### src/rtl/f1_pkg.sv
// Shared types and default sizing for the F1 start-light sequencer.
//   state_t      : sequencer state encoding (IDLE, FILL, HOLD, OUT)
//   F1_N_LIGHTS  : default lamp count (legal 2..32)
//   F1_DELAY_W   : default width of the hold-delay load value
//   F1_RT_W      : default reaction-time counter width
package f1_pkg;

  localparam int unsigned F1_N_LIGHTS = 8;
  localparam int unsigned F1_DELAY_W  = 7;
  localparam int unsigned F1_RT_W     = 16;

  typedef enum logic [1:0] {
    IDLE = 2'd0,
    FILL = 2'd1,
    HOLD = 2'd2,
    OUT  = 2'd3
  } state_t;

endpackage

### src/rtl/f1_react_timer.sv
// Reaction timer for the F1 sequencer (built only with REACT_TIMER_EN).
//   clk, rst_n   : clock, asynchronous active-low reset
//   en           : global enable; low freezes everything, react_valid reads 0
//   state        : current sequencer state
//   done_set     : sequencer is entering OUT on this edge
//   start_ok     : sequencer is accepting a start on this edge
//   react        : driver reaction button
//   react_time   : latched clocks from the done cycle to the react press
//   react_valid  : one-cycle pulse when react_time is updated
//   jump_start   : sticky false-start flag, cleared by the next accepted start
module f1_react_timer
  import f1_pkg::*;
#(
  parameter int unsigned RT_W = F1_RT_W
) (
  input  logic            clk,
  input  logic            rst_n,
  input  logic            en,
  input  state_t          state,
  input  logic            done_set,
  input  logic            start_ok,
  input  logic            react,
  output logic [RT_W-1:0] react_time,
  output logic            react_valid,
  output logic            jump_start
);

  localparam logic [RT_W-1:0] CNT_MAX = '1;

  logic [RT_W-1:0] cnt;
  logic            armed;
  logic            take;

  // A press counts only once per completed sequence, and a start outranks it.
  assign take = (state == IDLE) && armed && react && !start_ok;

  // Counter reads 0 during the done cycle and k on the k-th clock after it.
  always_ff @(posedge clk or negedge rst_n) begin
    if (!rst_n) begin
      cnt         <= '0;
      armed       <= 1'b0;
      react_time  <= '0;
      react_valid <= 1'b0;
      jump_start  <= 1'b0;
    end else if (en) begin
      react_valid <= 1'b0;
      if (done_set) begin
        cnt   <= '0;
        armed <= 1'b1;
      end else if (start_ok) begin
        armed <= 1'b0;
      end else if ((state == OUT) || ((state == IDLE) && armed)) begin
        if (cnt != CNT_MAX) cnt <= cnt + RT_W'(1);
      end
      if (take) begin
        react_time  <= cnt;
        react_valid <= 1'b1;
        armed       <= 1'b0;
      end
      if (start_ok) begin
        jump_start <= 1'b0;
      end else if (react && ((state == FILL) || (state == HOLD))) begin
        jump_start <= 1'b1;
      end
    end else begin
      react_valid <= 1'b0;
    end
  end

endmodule

### src/rtl/f1_light_seq.sv
// F1 start-light sequencer: fills a lamp bar one lamp per tick, holds it for
// delay_ticks+1 ticks, then extinguishes all lamps and pulses done.
// Optional build macro: REACT_TIMER_EN adds the reaction timer and its ports.
//   clk, rst_n   : clock, asynchronous active-low reset
//   en           : global enable; low freezes all state, done reads 0
//   tick         : one-clock step strobe
//   start        : begin a sequence (IDLE only)
//   abort        : synchronous return to IDLE, outranks tick and start
//   delay_ticks  : hold length, sampled on the fill-complete tick
//   lights       : lamp bar, bit 0 first (registered)
//   cmd_seq      : in FILL (combinational decode)
//   cmd_delay    : in HOLD (combinational decode)
//   busy         : not IDLE (combinational decode)
//   done         : one-cycle pulse as lamps go out (registered)
//   react, react_time, react_valid, jump_start : REACT_TIMER_EN only
module f1_light_seq
  import f1_pkg::*;
#(
  parameter int unsigned N_LIGHTS = F1_N_LIGHTS,
  parameter int unsigned DELAY_W  = F1_DELAY_W
`ifdef REACT_TIMER_EN
  ,
  parameter int unsigned RT_W     = F1_RT_W
`endif
) (
  input  logic                clk,
  input  logic                rst_n,
  input  logic                en,
  input  logic                tick,
  input  logic                start,
  input  logic                abort,
  input  logic [DELAY_W-1:0]  delay_ticks,
  output logic [N_LIGHTS-1:0] lights,
  output logic                cmd_seq,
  output logic                cmd_delay,
  output logic                busy,
  output logic                done
`ifdef REACT_TIMER_EN
  ,
  input  logic                react,
  output logic [RT_W-1:0]     react_time,
  output logic                react_valid,
  output logic                jump_start
`endif
);

  state_t              state;
  state_t              state_nxt;
  logic [N_LIGHTS-1:0] lights_nxt;
  logic [DELAY_W-1:0]  hold_cnt;
  logic [DELAY_W-1:0]  hold_nxt;
  logic                done_nxt;
  logic                fill_last;

  // The tick that lands on a bar whose second-to-last lamp is lit completes the fill.
  assign fill_last = lights[N_LIGHTS-2];

  // State and registered datapath.
  always_ff @(posedge clk or negedge rst_n) begin
    if (!rst_n) begin
      state    <= IDLE;
      lights   <= '0;
      hold_cnt <= '0;
      done     <= 1'b0;
    end else begin
      state    <= state_nxt;
      lights   <= lights_nxt;
      hold_cnt <= hold_nxt;
      done     <= done_nxt;
    end
  end

  // Next-state logic.
  always_comb begin
    state_nxt = state;
    if (en) begin
      if (abort) begin
        state_nxt = IDLE;
      end else begin
        case (state)
          IDLE:    if (start) state_nxt = FILL;
          FILL:    if (tick && fill_last) state_nxt = HOLD;
          HOLD:    if (tick && (hold_cnt == '0)) state_nxt = OUT;
          OUT:     state_nxt = IDLE;
          default: state_nxt = IDLE;
        endcase
      end
    end
  end

  // Output decode and next values for the registered outputs.
  always_comb begin
    cmd_seq    = (state == FILL);
    cmd_delay  = (state == HOLD);
    busy       = (state != IDLE);
    lights_nxt = lights;
    hold_nxt   = hold_cnt;
    done_nxt   = 1'b0;
    if (en) begin
      if (abort) begin
        lights_nxt = '0;
        hold_nxt   = '0;
      end else begin
        case (state)
          FILL: begin
            if (tick) begin
              lights_nxt = {lights[N_LIGHTS-2:0], 1'b1};
              if (fill_last) hold_nxt = delay_ticks;
            end
          end
          HOLD: begin
            if (tick) begin
              if (hold_cnt == '0) begin
                lights_nxt = '0;
                done_nxt   = 1'b1;
              end else begin
                hold_nxt = hold_cnt - DELAY_W'(1);
              end
            end
          end
          default: lights_nxt = '0;
        endcase
      end
    end
  end

`ifdef REACT_TIMER_EN
  logic start_ok;

  assign start_ok = en && (state == IDLE) && start && !abort;

  f1_react_timer #(
    .RT_W(RT_W)
  ) u_react_timer (
    .clk         (clk),
    .rst_n       (rst_n),
    .en          (en),
    .state       (state),
    .done_set    (done_nxt),
    .start_ok    (start_ok),
    .react       (react),
    .react_time  (react_time),
    .react_valid (react_valid),
    .jump_start  (jump_start)
  );
`endif

endmodule

### config.mk
export PLATFORM = sky130hd
export DESIGN_NAME = f1_light_seq
export DESIGN_NICKNAME = d
export VERILOG_FILES = /design/src/rtl/f1_pkg.sv /design/src/rtl/f1_react_timer.sv /design/src/rtl/f1_light_seq.sv
export SDC_FILE = /design/constraint.sdc
export NUM_CORES = 1
export LEC_CHECK = 0
export ABC_AREA = 1
export CAP_MARGIN = 20
export CORE_ASPECT_RATIO = 0.9
export CORE_MARGIN = 3
export CORE_UTILIZATION = 52
export CTS_CLUSTER_DIAMETER = 40
export DETAILED_ROUTE_END_ITERATION = 8
export PLACE_DENSITY_LB_ADDON = 0.2
export REMOVE_ABC_BUFFERS = 1
export SKIP_CTS_REPAIR_TIMING = 1
export SLEW_MARGIN = 10
export SYNTH_ARGS = -nofsm -noshare
export SYNTH_HDL_FRONTEND = slang
export SYNTH_SLANG_ARGS = --single-unit
### constraint.sdc
create_clock -name clk -period 3.1 [get_ports clk]
set_input_delay 0.62 -clock clk [delete_from_list [all_inputs] [get_ports clk]]
set_output_delay 0.62 -clock clk [all_outputs]
set_load 0.02 [all_outputs]
# Word-level counts from Yosys, hierarchy flattened
# Cells that the tools add are included.
# Widths: inputs -> output; s select.
[totals]
reg_bits = 18
input_bits = 13
output_inout_bits = 12
wordCells = 46
[classes]
addsub = 1
n_eq_ne = 11
muxes = 21
reduce_logical = 9
[ops]
columns = ["op", "n"]
rows = [
  ["$mux 7", 5],
  ["$mux 8", 4],
  ["$pmux 8 s2", 1],
  ["$ne 3x3->1 const B", 5],
  ["$pmux 7 s2", 1],
  ["$ne 3x2->1 const B", 3],
  ["$mux 2", 4],
  ["$pmux 2 s4", 1],
  ["$reduce_and 4->1", 2],
  ["$logic_not 7->1", 1],
  ["$sub 7x1->7 const B", 1],
  ["$reduce_and 6->1", 1],
  ["$mux 1", 5],
  ["$eq 2x2->1 const B", 2],
  ["$reduce_bool 3->1", 1],
  ["$eq 2x1->1 const B", 1],
  ["$logic_and 1x1->1", 2],
  ["$logic_not 2->1", 1],
  ["$reduce_bool 2->1", 1],
]

# Depth between registers and ports, before layout
[depth]
ltp_word = 6
mapped_depth = 12

# Worst setup path after synthesis
# Ideal clock, no wire load.
[synth_path]
path_type = "flip-flop to flip-flop"
startpoint = "register state[0]"
endpoint = "register state[0]"
setup_time_ns = 0.116
arrival_time_ns = 1.508
required_ns = 2.984
slack_ns = 1.476
path_stages_with_launch = 11
period_less_slack_ns = 1.624
cell_sequence = "dfrtp_1 -> inv_1 -> ha_1 -> nand2_1 -> inv_1 -> nand2_1 -> nand2_4 -> buf_6 -> clkinv_4 -> nand3_1 -> nand2_1"
[synth_between]
elab_chain_cells = 3
[synth_lines]
columns = ["element", "line", "source"]
rows = [
  ["start: declaration", "f1_light_seq.sv:47", "state_t state;"],
  ["start signal: assignment", "f1_light_seq.sv:66", "state <= state_nxt;"],
  ["$eq 2x2->1 (*)", "-", ""],
  ["named net cmd_delay", "f1_light_seq.sv:35", "output logic cmd_delay,"],
  ["$ne 3x2->1 (no line) / $pmux 2 s4 (equally long branches)", "-", ""],
  ["$reduce_and 4->1 (no line) / $mux 2 (equally long branches)", "-", ""],
]
# Mark *: on every way through the listed nets, which the timed path passes. The rest lies on a longest branch.
# A chain may end at the register's enable or synchronous reset.

# Worst setup path in the final report
[layout_path]
startpoint = "register state[0]"
endpoint = "output port cmd_delay"
[layout_between]
elab_chain_cells = 1
[layout_lines]
columns = ["element", "line", "source"]
rows = [
  ["$eq 2x2->1", "f1_light_seq.sv:94", "cmd_delay = (state == HOLD);"],
  ["end: declaration", "f1_light_seq.sv:35", ""],
]
# No other way between the ends.

==> run_results.csv <==
group,metric,value,unit
cts,clk_path_buf_depth,2,
power_and_ir_drop,peakVddDrop,0.667,mV
synthesis,synth-edff-count,0,
setup_path,rr_startpoint,"hold_cnt[0]$_DFFE_PN0P_",
timing,period_minus_slack,2450,ps
cts,htreeDepth,1,
synthesis,yosys.cell_count.top_type,"nand2_1",
place,place.gp.congestion,0.837,
cts,tritoncts,"done",
route,vias_per_cell,5.17,
timing,rsz0062_at_grt,"no",
route,via_count,997,
setup_path,crit_arrival,1830,ps
global_routing,grt_use_total,0.217,
power_and_ir_drop,powerDensity,789,nW/um^2
cts,cts_root_buffer,"clkbuf_4",
timing,post-route-period-util,0.791,
cells_and_area,antenna_cells,0,
synthesis,ys_seq_elements,18,
cells_and_area,layout-drive-gt1-share,0.101,
synthesis,synth_area_leaders,"dfrtp_1 (42%), nand2_1 (24%), ha_1 (4.6%), nand2_4 (3.1%), nor2_4 (3.1%)",
global_routing,grtUsageMet3,0.0642,
synthesis,async_reset_ff_frac,1.00,
timing,clock-skew-final,9.52,ps
timing,slew-limit-headroom,0.471,
synthesis,netlist_instances,142,
synthesis,yosys.area.top_type_share,0.418,
cts,cts_buffers,3,
timing,finalMaxSlewViolations,0,
floorplanning,ios,25,
route,drtIter0Drc,34,
setup_path,path_class,"reg2out",
route,drc,0,
floorplanning,die-width,54.0,um
global_routing,overflow,0,
floorplanning,rows,14,
power_and_ir_drop,p_leak,0.706,nW
synthesis,synthFlopType,"dfrtp_1",
cts,clkSinkCount,18,
synthesis,syn-cell-area,1080,um^2
global_routing,top_usage_layer,"met2",
route,routedWlPerCell,12.8,um
floorplanning,die_y,49.2,um
setup_path,critPathRequiredTime,2480,ps
route,ant_nets,0,
cts,path_clk_slew,120,ps
timing,worstMarginPinSlew,792,ps
global_routing,grt_first_pass_wirelength,4.28,mm
timing,finalSetupTns,0,ps
setup_path,crit_path_start_kind,"flop",
floorplanning,dieArea,2650,um^2
setup_path,crit_path_start,"state[0]$_DFFE_PN0P_",
route,first_pass_iters,4,
synthesis,synth_top_cell_by_area,"dfrtp_1",
cells_and_area,area.sequential,450,um^2
global_routing,grt_max_degree,19,
global_routing,grt_pass1_vias,958,
flow_run,drv_cap,0,
floorplanning,core,1800,um^2
cts,clk_latency,300,ps
floorplanning,start_util,0.597,
power_and_ir_drop,power,1.08,mW
cells_and_area,area_growth,27.4,%
setup_path,crit_fanout,8,
worst_hold_path,hold_path_class,"reg2reg",
synthesis,syn_area_per_cell,7.59,um^2
synthesis,ys_types,23,
cells_and_area,fillerInstances,132,
synthesis,synthTopCellsByCount,"nand2_1 (70), dfrtp_1 (18), inv_1 (8), nor2_1 (8), nand3_1 (5)",
synthesis,yosysSeqAreaShare,0.418,
global_routing,use_met2,0.327,
worst_hold_path,min_from,"hold_cnt[1]$_DFFE_PN0P_",
cells_and_area,final_util,0.761,
cells_and_area,nets,187,
route,postRouteWirelength,2.46,mm
cells_and_area,multi_input_area,569,um^2
place,io_buffers,24,
setup_path,cp-end-kind,"primary output",
timing,fmax,0.408,GHz
timing,setup_violations,0,
global_routing,met1_usage,0.307,
timing,hold_viol,0,
place,place.detailed.hpwl,1.85,mm
synthesis,synth_warnings,0,
global_routing,antenna_found_initial,0,
run_status,status,"completed",
==> flip-flops by register name, indices dropped and copies added, names as in the netlist <==
name and count:
lights 8, done 1, hold_cnt 7, state 2
==> cell type report <==
type	count	share of cell area
Multi-Input combinational cell	112	0.415
Sequential cell	18	0.328
Clock buffer	4	0.0264
Timing Repair Buffer	24	0.175
Inverter	11	0.0337
Tap cell	24	0.0219
==> cell usage in the layout (no fill, tap or decap) <==
cell	n
xnor2_1	2
o21ai_1	1
o21bai_1	2
clkdlybuf4s50_1	24
nand3_4	1
clkinv_1	1
clkbuf_4	3
clkinv_4	1
nand3_2	2
inv_1	8
nand2_4	3
ha_1	4
nor2_4	3
a21oi_1	1
o21ai_0	4
nand3_1	5
nor2_2	1
nand2_1	70
inv_2	1
dfrtp_1	18
nor2_1	8
nand4_1	1
nand2_2	1
clkbuf_8	1
nor3_1	3
==> per-layer routing <==
layer | wire (um) | share of wire | vias up
met1 | 1170 | 0.47 | 469
met2 | 1130 | 0.46 | 31
li1 | - | - | 495
met4 | 14 | 0.0057 | 0
met5 | 0 | 0 | -
met3 | 152 | 0.062 | 2
==> through the flow <==
stage	setup slack [ps]	instance area, um^2	instances	hold slack, ps
floorplan	1530	1070	141	324
global placement	955	1340	189	476
detailed placement	882	1340	189	482
CTS	647	1370	193	519
global route	556	1370	193	543
finish	647	1370	193	518
==> power breakdown <==
| part | leakage [nW] | internal, mW | total [mW] | switching (mW) |
|---|---|---|---|---|
| clock network | 0.0210 | 0.0716 | 0.152 | 0.0804 |
| registers | 0.243 | 0.294 | 0.364 | 0.0696 |
| logic | 0.442 | 0.226 | 0.568 | 0.342 |
| total | 0.706 | 0.592 | 1.08 | 0.492 |
==> cells by family after synthesis <==
kind of cell / after synthesis / share of synthesized area
xor+xnor: 2 / 0.0163
buf+inv: 12 / 0.0534
fa+ha+maj: 4 / 0.0465
flops: 18 / 0.418
simple gates: 98 / 0.424
compound gates: 8 / 0.0418
==> critical path, cell delays in order, from the launching register on <==
cell and delay (ps):
dfrtp_1 430, inv_1 90, ha_1 340, clkdlybuf4s50_1 670
==> final timing paths <==
kind,end,slack [ps],depth (start not counted)
max in group asynchronous,lights[5]$_DFFE_PN0P_,1840,1
min in group asynchronous,hold_cnt[0]$_DFFE_PN0P_,760,1
setup / recovery,cmd_delay,650,3
hold / removal,hold_cnt[1]$_DFFE_PN0P_,520,2
hold reg to reg,hold_cnt[1]$_DFFE_PN0P_,520,2
setup reg to reg,lights[6]$_DFFE_PN0P_,1300,10
No activity file was read; power rests on OpenSTA's default activity.
